===== src/rtl/cp0_regfile.sv =====
// MIPS32 coprocessor-0 register file: mfc0 read port, WB mtc0 commit, exception/eret capture, interrupt request.
// Optional timer (Count/Compare/TI) built only when CP0_TIMER_EN is defined.
module cp0_regfile #(
  parameter logic [31:0] PRID_VALUE = 32'h0001_8000,
  parameter int          COUNT_DIV  = 2
) (
  input  logic        clk,
  input  logic        rst_n,
  input  logic [4:0]  raddr,
  output logic [31:0] rdata,
  input  logic        wen,
  input  logic [4:0]  waddr,
  input  logic [31:0] wdata,
  input  logic        exc_valid,
  input  logic [4:0]  exc_code,
  input  logic [31:0] exc_pc,
  input  logic        exc_in_delay_slot,
  input  logic [31:0] exc_bad_vaddr,
  input  logic        eret_valid,
  input  logic [5:0]  hw_int,
  output logic        int_pending,
  output logic [31:0] status_out,
  output logic [31:0] cause_out,
  output logic [31:0] epc_out
);

  localparam logic [4:0] A_BADVADDR = 5'd8;
  localparam logic [4:0] A_COUNT    = 5'd9;
  localparam logic [4:0] A_COMPARE  = 5'd11;
  localparam logic [4:0] A_STATUS   = 5'd12;
  localparam logic [4:0] A_CAUSE    = 5'd13;
  localparam logic [4:0] A_EPC      = 5'd14;
  localparam logic [4:0] A_PRID     = 5'd15;

  logic [31:0] badvaddr;
  logic [31:0] epc;
  logic [7:0]  status_im;
  logic        status_exl;
  logic        status_ie;
  logic        cause_bd;
  logic [5:0]  cause_ip_hw;
  logic [1:0]  cause_ip_sw;
  logic [4:0]  cause_exccode;

  logic [31:0] count;
  logic [31:0] compare;
  logic        cause_ti;
  logic        ti_d;

  logic wr_status, wr_cause, wr_epc;

  assign wr_status = wen && (waddr == A_STATUS);
  assign wr_cause  = wen && (waddr == A_CAUSE);
  assign wr_epc    = wen && (waddr == A_EPC);

`ifdef CP0_TIMER_EN
  localparam logic DIV_LAST = (COUNT_DIV == 2);

  logic div_q;
  logic tick;
  logic wr_count, wr_compare;

  assign wr_count   = wen && (waddr == A_COUNT);
  assign wr_compare = wen && (waddr == A_COMPARE);
  assign tick       = (div_q == DIV_LAST);
  // A Compare write acknowledges the timer even if the match fires this same edge.
  assign ti_d       = wr_compare ? 1'b0 : ((count == compare) ? 1'b1 : cause_ti);

  always_ff @(posedge clk or negedge rst_n) begin
    if (!rst_n) begin
      div_q    <= 1'b0;
      count    <= '0;
      compare  <= '0;
      cause_ti <= 1'b0;
    end else begin
      div_q    <= tick ? 1'b0 : ~div_q;
      cause_ti <= ti_d;
      if (wr_count)
        count <= wdata;
      else if (tick)
        count <= count + 32'd1;
      if (wr_compare)
        compare <= wdata;
    end
  end
`else
  assign count    = '0;
  assign compare  = '0;
  assign cause_ti = 1'b0;
  assign ti_d     = 1'b0;
`endif

  always_ff @(posedge clk or negedge rst_n) begin
    if (!rst_n) begin
      status_im  <= '0;
      status_exl <= 1'b0;
      status_ie  <= 1'b0;
    end else if (exc_valid) begin
      status_exl <= 1'b1;
    end else if (eret_valid) begin
      status_exl <= 1'b0;
    end else if (wr_status) begin
      status_im  <= wdata[15:8];
      status_exl <= wdata[1];
      status_ie  <= wdata[0];
    end
  end

  // EPC/BD are frozen while already inside a handler so nested faults keep the original return point.
  always_ff @(posedge clk or negedge rst_n) begin
    if (!rst_n) begin
      epc           <= '0;
      cause_bd      <= 1'b0;
      cause_exccode <= '0;
      cause_ip_sw   <= '0;
    end else if (exc_valid) begin
      cause_exccode <= exc_code;
      if (!status_exl) begin
        epc      <= exc_in_delay_slot ? (exc_pc - 32'd4) : exc_pc;
        cause_bd <= exc_in_delay_slot;
      end
    end else begin
      if (wr_epc)
        epc <= wdata;
      if (wr_cause)
        cause_ip_sw <= wdata[9:8];
    end
  end

  always_ff @(posedge clk or negedge rst_n) begin
    if (!rst_n) begin
      cause_ip_hw <= '0;
      badvaddr    <= '0;
    end else begin
      cause_ip_hw <= {hw_int[5] | ti_d, hw_int[4:0]};
      if (exc_valid && ((exc_code == 5'd4) || (exc_code == 5'd5)))
        badvaddr <= exc_bad_vaddr;
    end
  end

  assign status_out = {9'b0, 1'b1, 6'b0, status_im, 6'b0, status_exl, status_ie};
  assign cause_out  = {cause_bd, cause_ti, 14'b0, cause_ip_hw, cause_ip_sw,
                       1'b0, cause_exccode, 2'b00};
  assign epc_out    = epc;

  assign int_pending = status_ie && !status_exl &&
                       (|({cause_ip_hw, cause_ip_sw} & status_im));

  // No write bypass: the downstream forwarding mux resolves same-cycle WB writes.
  always_comb begin
    rdata = '0;
    case (raddr)
      A_BADVADDR: rdata = badvaddr;
      A_COUNT:    rdata = count;
      A_COMPARE:  rdata = compare;
      A_STATUS:   rdata = status_out;
      A_CAUSE:    rdata = cause_out;
      A_EPC:      rdata = epc;
      A_PRID:     rdata = PRID_VALUE;
      default:    rdata = '0;
    endcase
  end

endmodule


===== config.mk =====
export PLATFORM = sky130hd
export DESIGN_NAME = cp0_regfile
export DESIGN_NICKNAME = d
export VERILOG_FILES = /design/src/rtl/cp0_regfile.sv
export SDC_FILE = /design/constraint.sdc
export NUM_CORES = 1
export LEC_CHECK = 0
export ABC_CLOCK_PERIOD_IN_PS = 6300
export CAP_MARGIN = 10
export CORE_MARGIN = 3
export CORE_UTILIZATION = 55
export DETAILED_ROUTE_END_ITERATION = 10
export DONT_BUFFER_PORTS = 1
export GPL_ROUTABILITY_DRIVEN = 0
export PLACE_DENSITY_LB_ADDON = 0.08
export SYNTH_ARGS = -nofsm -noshare
export SYNTH_HDL_FRONTEND = slang
export SYNTH_SLANG_ARGS = --single-unit

===== constraint.sdc =====
create_clock -name clk -period 6.3 [get_ports clk]
set_input_delay 1.575 -clock clk [delete_from_list [all_inputs] [get_ports clk]]
set_output_delay 1.575 -clock clk [all_outputs]
set_load 0.03 [all_outputs]

==> key figures, run 1 <==
STA
  – Final Skew: 0.01866 ns
  – Final setup viols: 0
  – RSZ-0062 raised after global routing: no
  – Fin Setup TNS: 0 ns
  – Relative slew slack: 24.72%
  – Max Slew Vio Count: 0
  – Fmax: 209.0 MHz
  – Final hold violation count: 0
  – Least-Margin Pin Slew: 1.126 ns
  – Final Cycle Share: 75.94%
  – Tmin final: 4.784 ns

Global routing
  – Overall Global Routing Usage: 25.69%
  – Total grt overflow: 0
  – Vias in the first global route: 3,818
  – Antenna violations before repair: 0
  – First-pass GRT wire length: 20.48 mm
  – Largest net degree at the start of global routing: 89

Worst setup path
  – Max stage delay on crit path: 0.97 ns
  – Reg2reg path depth: 5
  – Reg2Reg Setup Slack: 3.99 ns
  – Reg-to-reg startpoint: status_exl
  – CP Launch Point: raddr[4]
  – Slowest CP cell: nor4b_2
  – Cell family with most CP delay: simple AND/OR/NAND/NOR gates
  – Critical path peak fanout: 11
  – Worst r2r dst: epc_out[11]
  – Critical Path AT: 3.21 ns
  – Crit-path cells: nand2b_1 > nor4b_2 > a221o_1
  – Req. time, crit path: 4.72 ns
  – Crit. path cell count: 3
  – Critical path buffers and inverters: 0
  – CP Class: input pin to primary output
  – CP startpoint kind: input pin
  – CP endpoint kind: primary output

Clock tree
  – CTS H-Tree Depth: 3
  – CTS max path bufs: 2
  – Cts bufs inserted: 9
  – CTS sink count: 88
  – Postcts setup bufs: 0
  – Hold Buf Count CTS: 0
  – # resized after CTS: 0
  – CTS root buf: clkbuf_8
  – Reg clk slew, reported paths: 0.10 ns
  – CTS tree: yes
  – Clock Latency Late Sink: 0.35 ns

Synthesis
  – Syn Area/Cell: 10.19 um^2
  – Post-synth top flop: dfrtp_1
  – Top post-synthesis cells by area: dfrtp_1 44%, mux2_2 11%, buf_4 6.5%
  – Share of the synthesized area in the top cell type: 44.46%
  – Most frequent cells after synthesis: 88 x dfrtp_1, 53 x nand2_1, 48 x mux2_2
  – Synth unique cells: 48
  – Yosys Warn Count: 0
  – Post-synth ARST share: 100.0%
  – Gate count of the mapped netlist: 486
  – Post-synthesis register bit count: 88
  – Mapped cell area: 0.004954 mm^2
  – Most frequent cell after synthesis: dfrtp_1
  – Sequential share of the synthesized area: 44.46%
  – Area leader, netlist: dfrtp_1
  – Post-synth EDFFs: 0

Die
  – DIE HEIGHT: 100.9 um
  – Core area: 0.008464 mm^2
  – Initial Utilization: 58.52%
  – Die W: 100.9 um
  – Row count: 33
  – Die Footprint: 0.01018 mm^2
  – Top-level I/O count: 252

Place
  – DPL Wire Length: 9.952 mm
  – Port Buf Inserts: 0

Pwr
  – P per Cell Area: 283.8 mW/mm^2
  – Static leakage: 2.188 nW
  – Tot Pwr: 1.442 mW
  – VDD IR-drop max: 149.6 uV

Detailed routing
  – Post-route antenna net violation count: 0
  – Drt first pass iters: 7
  – DR iter-0 viols: 218
  – Final wirelength: 13.21 mm
  – Vias post-DR: 3,677
  – Routed vias/inst: 6.318
  – DRC: 0
  – Routed WL per cell: 22.70 um

Flow run
  – Max Cap Viol: 0

Worst hold path
  – HP Start: badvaddr[17]
  – Hold depth: 1
  – Hold Crit Class: flop to flop
  – WHS Endpoint: badvaddr[17]

Outcome
  – Status: finished clean

Final layout
  – Diodes inserted: 0
  – Synth-to-Final Area Change: 2.551%
  – Layout fillers: 739
  – Fin nets: 596
  – Share of layout cells above drive strength 1: 17.40%
-- flip-flops by register name, summed over array words and instances, names as in the netlist --
signal         count
epc_out           32
badvaddr          32
status_exl         1
cause_ip_sw        2
cause_ip_hw        6
status_ie          1
status_im          8
cause_exccode      5
cause_bd           1
-- area by class of cell --
class / count / area (um^2) / area share (%)
tap: 105 / 131.4 / 2.586
clock buffer: 10 / 137.6 / 2.709
inverter: 12 / 45.04 / 0.8867
timing repair buffer: 7 / 52.55 / 1.034
clock inverter: 6 / 66.31 / 1.305
sequential: 88 / 2202 / 43.35
multi-input combinational: 354 / 2445 / 48.13
-- routing by layer --
metal  wire (um)  GRT usage [%]  part of all wire, %  up-vias
li1            -              -                    -     1664
met1        5055          31.89                   38     1797
met2        6594          43.39                   50      202
met3        1390          7.820                   11       14
met4         169          7.260                  1.3        0
met5           0              0                    0        -
-- layout by cell type, fill, tap and decap left out, types with 3 or more instances in the layout --
cell      count
a22oi_1       6
nor4b_1       3
or3_1         6
conb_1       40
nand2b_1      3
mux2i_1       7
a22o_1       15
o21ai_0      17
nor3_1       11
nand3_1      15
or4_1         5
clkbuf_8     10
nor4b_2       3
a21oi_1       6
nor2_1       18
dfrtp_1      88
buf_4         7
xnor2_1      18
nand4_1       4
inv_1        12
xor2_1        8
o211ai_1     14
nor3b_1       3
mux2_2       48
a222oi_1     13
nor4_1        8
nand2_1      53
-- where the power goes --
group	internal (mW)	switching, mW	leakage, nW
sequential	0.660	0.186	1.09
combinational	0.0868	0.106	0.994
clock	0.196	0.207	0.107
-- kinds of logic (layout without fill, tap and decap cells) --
group	Yosys count	count (layout)	synth area share, %
flip-flops	88	88	44.46
buffers and inverters	82	35	9.649
adder cells (fa/ha/maj)	1	1	0.2525
other	2	40	0.1516
XOR/XNOR	26	26	4.597
AND/OR/NAND/NOR	146	146	15.33
multiplexers	55	55	12.33
AO/OA/AOI/OAI	86	86	13.24
-- how the worst max path moves through the flow --
stage / slack, ns / endpoint
global placement: 1.57 / rdata[2]
finish: 1.52 / rdata[15]
floorplan: 1.86 / rdata[16]
CTS: 1.54 / rdata[15]
global route: 1.40 / rdata[0]
detailed placement: 1.55 / rdata[15]
-- through the flow --
stage	setup slack [ns]	hold slack [ns]	instances	utilization [%]	area [um^2]
2_1_floorplan	1.864	0.4696	524	-	5096
3_3_place_gp	1.566	0.4882	566	57.61	4876
3_5_place_dp	1.545	0.4944	566	57.61	4876
4_1_cts	1.543	0.5163	582	60.01	5080
5_1_grt	1.404	0.5249	582	60.01	5080
6_report	1.516	0.5140	582	60.01	5080
No activity file was read; power rests on OpenSTA's default activity.
==> inputs of run 2 (changes only) <==
--- a/config.mk
+++ b/config.mk
@@ -5,7 +5,7 @@
 export SDC_FILE = /design/constraint.sdc
 export NUM_CORES = 1
 export LEC_CHECK = 0
-export ABC_CLOCK_PERIOD_IN_PS = 6300
+export ABC_CLOCK_PERIOD_IN_PS = 4000
 export CAP_MARGIN = 10
 export CORE_MARGIN = 3
 export CORE_UTILIZATION = 55
==> constraint.sdc (replaced) <==
create_clock -name clk -period 4 [get_ports clk]
set_input_delay 1 -clock clk [delete_from_list [all_inputs] [get_ports clk]]
set_output_delay 1 -clock clk [all_outputs]
set_load 0.03 [all_outputs]
==> run 2 against run 1 <==
Wire length shrank 1.6%. Global-route usage decreased by 0.60 points. Non-clock buffer count rose by 3. Sequential power up 57%. Power is 66% higher. Via count is 0.11% higher. Sequential share of layout area decreased by 0.57 points. Utilization is 0.80 points higher. Combinational power is 56% higher. Final cell count rose by 0.52%. Clock power increased by 88%. Largest cell class unchanged.
==> key figures, run 2 (synthesis gave the netlist of run 1 again) <==
Final layout
  – Diodes inserted: 0 (unchanged)
  – Final cell count without fillers: 585 (+0.52%)
  – Leading cell type in the layout, fill and taps excluded: dfrtp_1
  – Fin nets: 599 (+0.50%)
  – Most frequent cells in the layout: 88 x dfrtp_1, 53 x nand2_1, 48 x mux2_2, 40 x conb_1
  – Layout fillers: 743 (+0.54%)
  – Synth-to-Final Area Change: 3.915%
  – Final instance area: 0.005147 mm^2 (+1.3%)
  – Share of layout cells above drive strength 1: 17.92% (+0.52 points)
  – Post-Route Utilization: 60.81% (+0.80 points)

STA
  – Max Slew Vio Count: 0 (unchanged)
  – Least-Margin Pin Slew: 1.086 ns (-0.04015 ns)
  – Fin Hold WS: 0.3233 ns (-0.1906 ns)
  – Tmin final: 3.206 ns
  – Final Skew: 0.01288 ns (-0.005788 ns)
  – Final Cycle Share: 80.16%
  – Relative slew slack: 27.51% (+2.8 points)
  – Final hold violation count: 0 (unchanged)
  – Final setup viols: 0 (unchanged)
  – Fin Setup TNS: 0 ns (unchanged)
  – RSZ-0062 raised after global routing: no
  – Fmax: 311.9 MHz

Detailed routing
  – Routed vias/inst: 6.292 (-0.40%)
  – Drt first pass iters: 5 (-2)
  – Routed WL per cell: 22.21 um (-2.1%)
  – Final wirelength: 12.99 mm (-1.6%)
  – DRC: 0 (unchanged)
  – Vias post-DR: 3,681 (+0.11%)
  – DR iter-0 viols: 187 (-14%)
  – Post-route antenna net violation count: 0 (unchanged)

Clock tree
  – CTS root buf: clkbuf_8
  – Cts bufs inserted: 9 (unchanged)
  – Postcts setup bufs: 0 (unchanged)
  – CTS H-Tree Depth: 3 (unchanged)
  – CTS tree: yes
  – # resized after CTS: 0 (unchanged)
  – Hold Buf Count CTS: 0 (unchanged)
  – CTS sink count: 88 (unchanged)
  – Reg clk slew, reported paths: 0.10 ns (about the same)
  – Clock Latency Late Sink: 0.35 ns (about the same)
  – CTS max path bufs: 2 (unchanged)

Worst hold path
  – Hold Crit Class: input pin to async pin

Pwr
  – P per Cell Area: 464.5 mW/mm^2 (+64%)
  – Static leakage: 2.223 nW (+1.6%)
  – VDD IR-drop max: 198.2 uV (+32%)

Die
  – Row count: 33 (unchanged)
  – Core area: 0.008464 mm^2 (unchanged)
  – Die W: 100.9 um (unchanged)
  – Die Footprint: 0.01018 mm^2 (unchanged)
  – DIE HEIGHT: 100.9 um (unchanged)
  – Top-level I/O count: 252 (unchanged)
  – Initial Utilization: 58.52% (unchanged)

Outcome
  – Status: finished clean

Place
  – Port Buf Inserts: 0 (unchanged)
  – DP Area: 0.004898 mm^2 (+0.46%)
  – DPL Wire Length: 9.665 mm (-2.9%)
  – DP Cell Count: 569 (+0.53%)

Global routing
  – Overall Global Routing Usage: 25.08% (-0.60 points)
  – Antenna violations before repair: 0 (unchanged)
  – Vias in the first global route: 3,680 (-3.6%)
  – First-pass GRT wire length: 19.77 mm (-3.5%)
  – Total grt overflow: 0 (unchanged)
  – Largest net degree at the start of global routing: 89 (unchanged)

Worst setup path
  – Critical Path AT: 2.21 ns (-1.00 ns)
  – CP endpoint kind: primary output
  – CP Class: input pin to primary output
  – Critical path peak fanout: 32 (+21)
  – Reg2reg path depth: 5 (unchanged)
  – Worst r2r dst: epc_out[5]
  – Req. time, crit path: 3.00 ns (-1.72 ns)
  – CP startpoint kind: input pin
  – Reg2Reg Setup Slack: 1.51 ns (-2.48 ns)
  – Reg-to-reg startpoint: status_exl

Flow run
  – Max Cap Viol: 0 (unchanged)
## run 2: cell types whose count changed in the layout (fill, tap and decap cells not counted)
| cell | previous run | this run |
|---|---|---|
| buf_4 | 7 | 10 |
| bufinv_16 | 1 | 3 |
| clkbuf_8 | 10 | 9 |
| clkinv_2 | 2 | 0 |
| clkinv_4 | 2 | 1 |
| inv_6 | 1 | 3 |
## run 2: how the worst max path moves through the flow
stage / from / to / slack (ns)
floorplan: raddr[4] / rdata[16] / 0.71
global placement: raddr[4] / rdata[16] / 0.85
detailed placement: raddr[4] / rdata[16] / 0.79
CTS: raddr[4] / rdata[16] / 0.79
global route: raddr[4] / rdata[16] / 0.66
finish: raddr[4] / rdata[16] / 0.79
## run 2: metrics by stage
step	worst slack (ns)	power [mW]
after detailed placement	0.7897	1.652
after floorplan	0.7138	1.608
final	0.7936	2.391
after CTS	0.7861	2.412
after global placement	0.8525	1.639
after global routing	0.6630	2.498
## run 2: where the power goes
part	leakage, nW	internal (mW)	switching [mW]	total [mW]
sequential	1.09	1.04	0.292	1.33
clock	0.125	0.423	0.337	0.759
combinational	1.01	0.137	0.164	0.301
## run 2: final cells by class
| cell class | count | area (um^2) | share of cell area, % |
|---|---|---|---|
| Multi-Input combinational cell | 354 | 2445 | 47.50 |
| Sequential cell | 88 | 2202 | 42.78 |
| Inverter | 12 | 45.04 | 0.8751 |
| Timing Repair Buffer | 10 | 75.07 | 1.458 |
| Clock buffer | 9 | 123.9 | 2.406 |
| Tap cell | 105 | 131.4 | 2.552 |
| Clock inverter | 7 | 125.1 | 2.431 |
## run 2: routing by layer
layer	share of wire (%)	global-route usage (%)	up-vias
li1	-	-	1666
met1	39	31.05	1798
met5	0	0	-
met4	1.2	6.646	0
met2	50	43.14	201
met3	10	7.059	16
## run 2: critical path, cell delays in order
cell      delay [ns]
nand2b_1        0.19
nor4_2          0.17
buf_4           0.39
nand2_1         0.09
o21ai_0         0.36
==> inputs of run 3 (changes only) <==
--- a/config.mk
+++ b/config.mk
@@ -5,7 +5,7 @@
 export SDC_FILE = /design/constraint.sdc
 export NUM_CORES = 1
 export LEC_CHECK = 0
-export ABC_CLOCK_PERIOD_IN_PS = 4000
+export ABC_CLOCK_PERIOD_IN_PS = 3090
 export CAP_MARGIN = 10
 export CORE_MARGIN = 3
 export CORE_UTILIZATION = 55
==> constraint.sdc (replaced) <==
create_clock -name clk -period 3.09 [get_ports clk]
set_input_delay 0.7725 -clock clk [delete_from_list [all_inputs] [get_ports clk]]
set_output_delay 0.7725 -clock clk [all_outputs]
set_load 0.03 [all_outputs]
==> run 3 against run 2 <==
Hold slack got worse by 0.22 ns. Power is 21% higher. Clock skew fell by 0.0019 ns. Combinational power increased by 34%. Wire length up 5.0%. First-iteration DRC count rose by 46%. Global-route usage grew 0.75 points. Register-to-register slack got worse by 0.41 ns. Critical path depth fell by 1. Utilization up 1.2 points. Sequential share of layout area is 0.84 points lower. Non-clock buffer count is 10 higher. Critical path type is now flop to primary output. Critical endpoint is now int_pending. Highest routed layer unchanged.
==> key figures, run 3 (synthesis gave the netlist of run 1 again) <==
Outcome
  – Status: finished clean

Pwr
  – VDD IR-drop max: 270.1 uV (+36%)
  – P per Cell Area: 551.6 mW/mm^2 (+19%)
  – Static leakage: 2.263 nW (+1.8%)

STA
  – Worst setup margin: 0.4419 ns (-0.3517 ns)
  – Tmin final: 2.648 ns
  – Fin Setup TNS: 0 ns (unchanged)
  – Least-Margin Pin Slew: 0.9553 ns (-0.1308 ns)
  – Final hold violation count: 0 (unchanged)
  – RSZ-0062 raised after global routing: no
  – Relative slew slack: 36.31% (+8.8 points)
  – Final Cycle Share: 85.70%
  – Fmax: 377.6 MHz
  – Final Skew: 0.01093 ns (-0.001944 ns)
  – Max Slew Vio Count: 0 (unchanged)
  – Final setup viols: 0 (unchanged)

Clock tree
  – Reg clk slew, reported paths: 0.09 ns (about the same)
  – CTS sink count: 88 (unchanged)
  – Postcts setup bufs: 0 (unchanged)
  – Clock Latency Late Sink: 0.34 ns (about the same)
  – CTS tree: yes
  – Cts bufs inserted: 9 (unchanged)
  – CTS H-Tree Depth: 3 (unchanged)
  – CTS root buf: clkbuf_8
  – Hold Buf Count CTS: 0 (unchanged)
  – # resized after CTS: 0 (unchanged)
  – CTS max path bufs: 2 (unchanged)

Detailed routing
  – Final wirelength: 13.64 mm (+5.0%)
  – Routed WL per cell: 22.92 um (+3.2%)
  – Routed vias/inst: 6.277 (-0.24%)
  – DR iter-0 viols: 273 (+46%)
  – Post-route antenna net violation count: 0 (unchanged)
  – DRC: 0 (unchanged)
  – Drt first pass iters: 5 (unchanged)
  – Vias post-DR: 3,735 (+1.5%)

Final layout
  – Most frequent cells in the layout: 88 x dfrtp_1, 53 x nand2_1, 48 x mux2_2, 40 x conb_1
  – Diodes inserted: 0 (unchanged)
  – Post-Route Utilization: 62.03% (+1.2 points)
  – Fin nets: 609 (+1.7%)
  – Register area: 0.002202 mm^2 (unchanged)
  – Synth-to-Final Area Change: 5.986%
  – Multi-input logic area: 0.002445 mm^2 (unchanged)
  – Final cell count without fillers: 595 (+1.7%)
  – Share of layout cells above drive strength 1: 19.59% (+1.7 points)
  – Layout fillers: 694 (-6.6%)
  – Leading cell type in the layout, fill and taps excluded: dfrtp_1

Global routing
  – Routing usage on met3: 7.336% (+0.28 points)
  – Largest net degree at the start of global routing: 89 (unchanged)
  – Vias in the first global route: 3,846 (+4.5%)
  – Overall Global Routing Usage: 25.83% (+0.75 points)
  – First-pass GRT wire length: 20.43 mm (+3.3%)
  – GR Util met2: 45.92% (+2.8 points)
  – Total grt overflow: 0 (unchanged)
  – Global routing's busiest layer: met2
  – Antenna violations before repair: 0 (unchanged)
  – GRT met1 Usage: 30.45% (-0.60 points)

Die
  – Die W: 100.9 um (unchanged)
  – Initial Utilization: 58.52% (unchanged)
  – Core area: 0.008464 mm^2 (unchanged)
  – Die Footprint: 0.01018 mm^2 (unchanged)
  – Top-level I/O count: 252 (unchanged)
  – DIE HEIGHT: 100.9 um (unchanged)
  – Row count: 33 (unchanged)

Place
  – Post-Place Worst Slack: 0.2405 ns (-0.5492 ns)
  – Port Buf Inserts: 0 (unchanged)
  – DP Cell Count: 579 (+1.8%)
  – DPL Wire Length: 10.18 mm (+5.3%)

Worst setup path
  – Reg-to-reg startpoint: status_exl
  – Slowest CP cell: dfrtp_1
  – Critical path peak fanout: 4 (-88%)
  – Critical Path AT: 1.88 ns (-0.33 ns)
  – CP Launch Point: status_im[7]
  – CP Class: flop to primary output
  – CP endpoint kind: primary output
  – Crit-path cells: a22o_1 > a221oi_1 > a311oi_1 > buf_4
  – Max stage delay on crit path: 0.53 ns (+0.14 ns)
  – CP startpoint kind: flop
  – Req. time, crit path: 2.32 ns (-0.68 ns)

Worst hold path
  – Hold Crit Class: input pin to async pin

Flow run
  – Max Cap Viol: 0 (unchanged)
==> run 3: changes by cell type in the layout (fill, tap and decap cells not counted), sizes merged <==
cell      before  now
clkinvlp       0    2
clkbuf         9   11
buf           10   20
bufinv         3    0
inv           15   14
==> run 3: final timing paths <==
check | end | slack [ns] | depth (start not counted)
worst max-delay path | int_pending | 0.44 | 4
worst min-delay path | badvaddr[9] | 0.10 | 0
worst max register to register | epc_out[16] | 1.10 | 2
worst min register to register | badvaddr[22] | 0.51 | 1
max in group asynchronous | badvaddr[29] | 2.82 | 0
min in group clk | cause_ip_hw[0] | 0.44 | 0
==> run 3: metrics by stage <==
step | power, mW | hold WS (ns) | cell area, um^2
CTS | 2.918 | 0.08847 | 5250
global route | 3.028 | 0.07964 | 5250
detailed placement | 2.152 | 0.4799 | 5061
floorplan | 2.082 | 0.4696 | 5096
global placement | 2.130 | 0.4792 | 5061
finish | 2.896 | 0.1033 | 5250
==> run 3: cell type report <==
| class | instances | area share [%] |
|---|---|---|
| Multi-Input combinational cell | 354 | 46.57 |
| Sequential cell | 88 | 41.94 |
| Timing Repair Buffer | 20 | 4.528 |
| Clock buffer | 11 | 2.884 |
| Tap cell | 105 | 2.502 |
| Inverter | 12 | 0.8580 |
| Clock inverter | 5 | 0.7150 |
==> run 3: per-layer routing <==
layer	vias up	part of all wire (%)
met3	11	11
met1	1837	37
met2	209	51
met5	-	0
met4	0	0.87
li1	1678	-
==> run 3: power breakdown <==
group	internal (mW)	switching, mW	total, mW
sequential	1.35	0.379	1.72
clock	0.341	0.428	0.770
combinational	0.186	0.216	0.402
total	1.87	1.02	2.90
==> run 3: worst max-delay path, delay by kind of cell, from the launching register on <==
kind            cells  cell delay (ns)
compound gates      3             0.81
flops               1             0.53
buf+inv             1             0.20
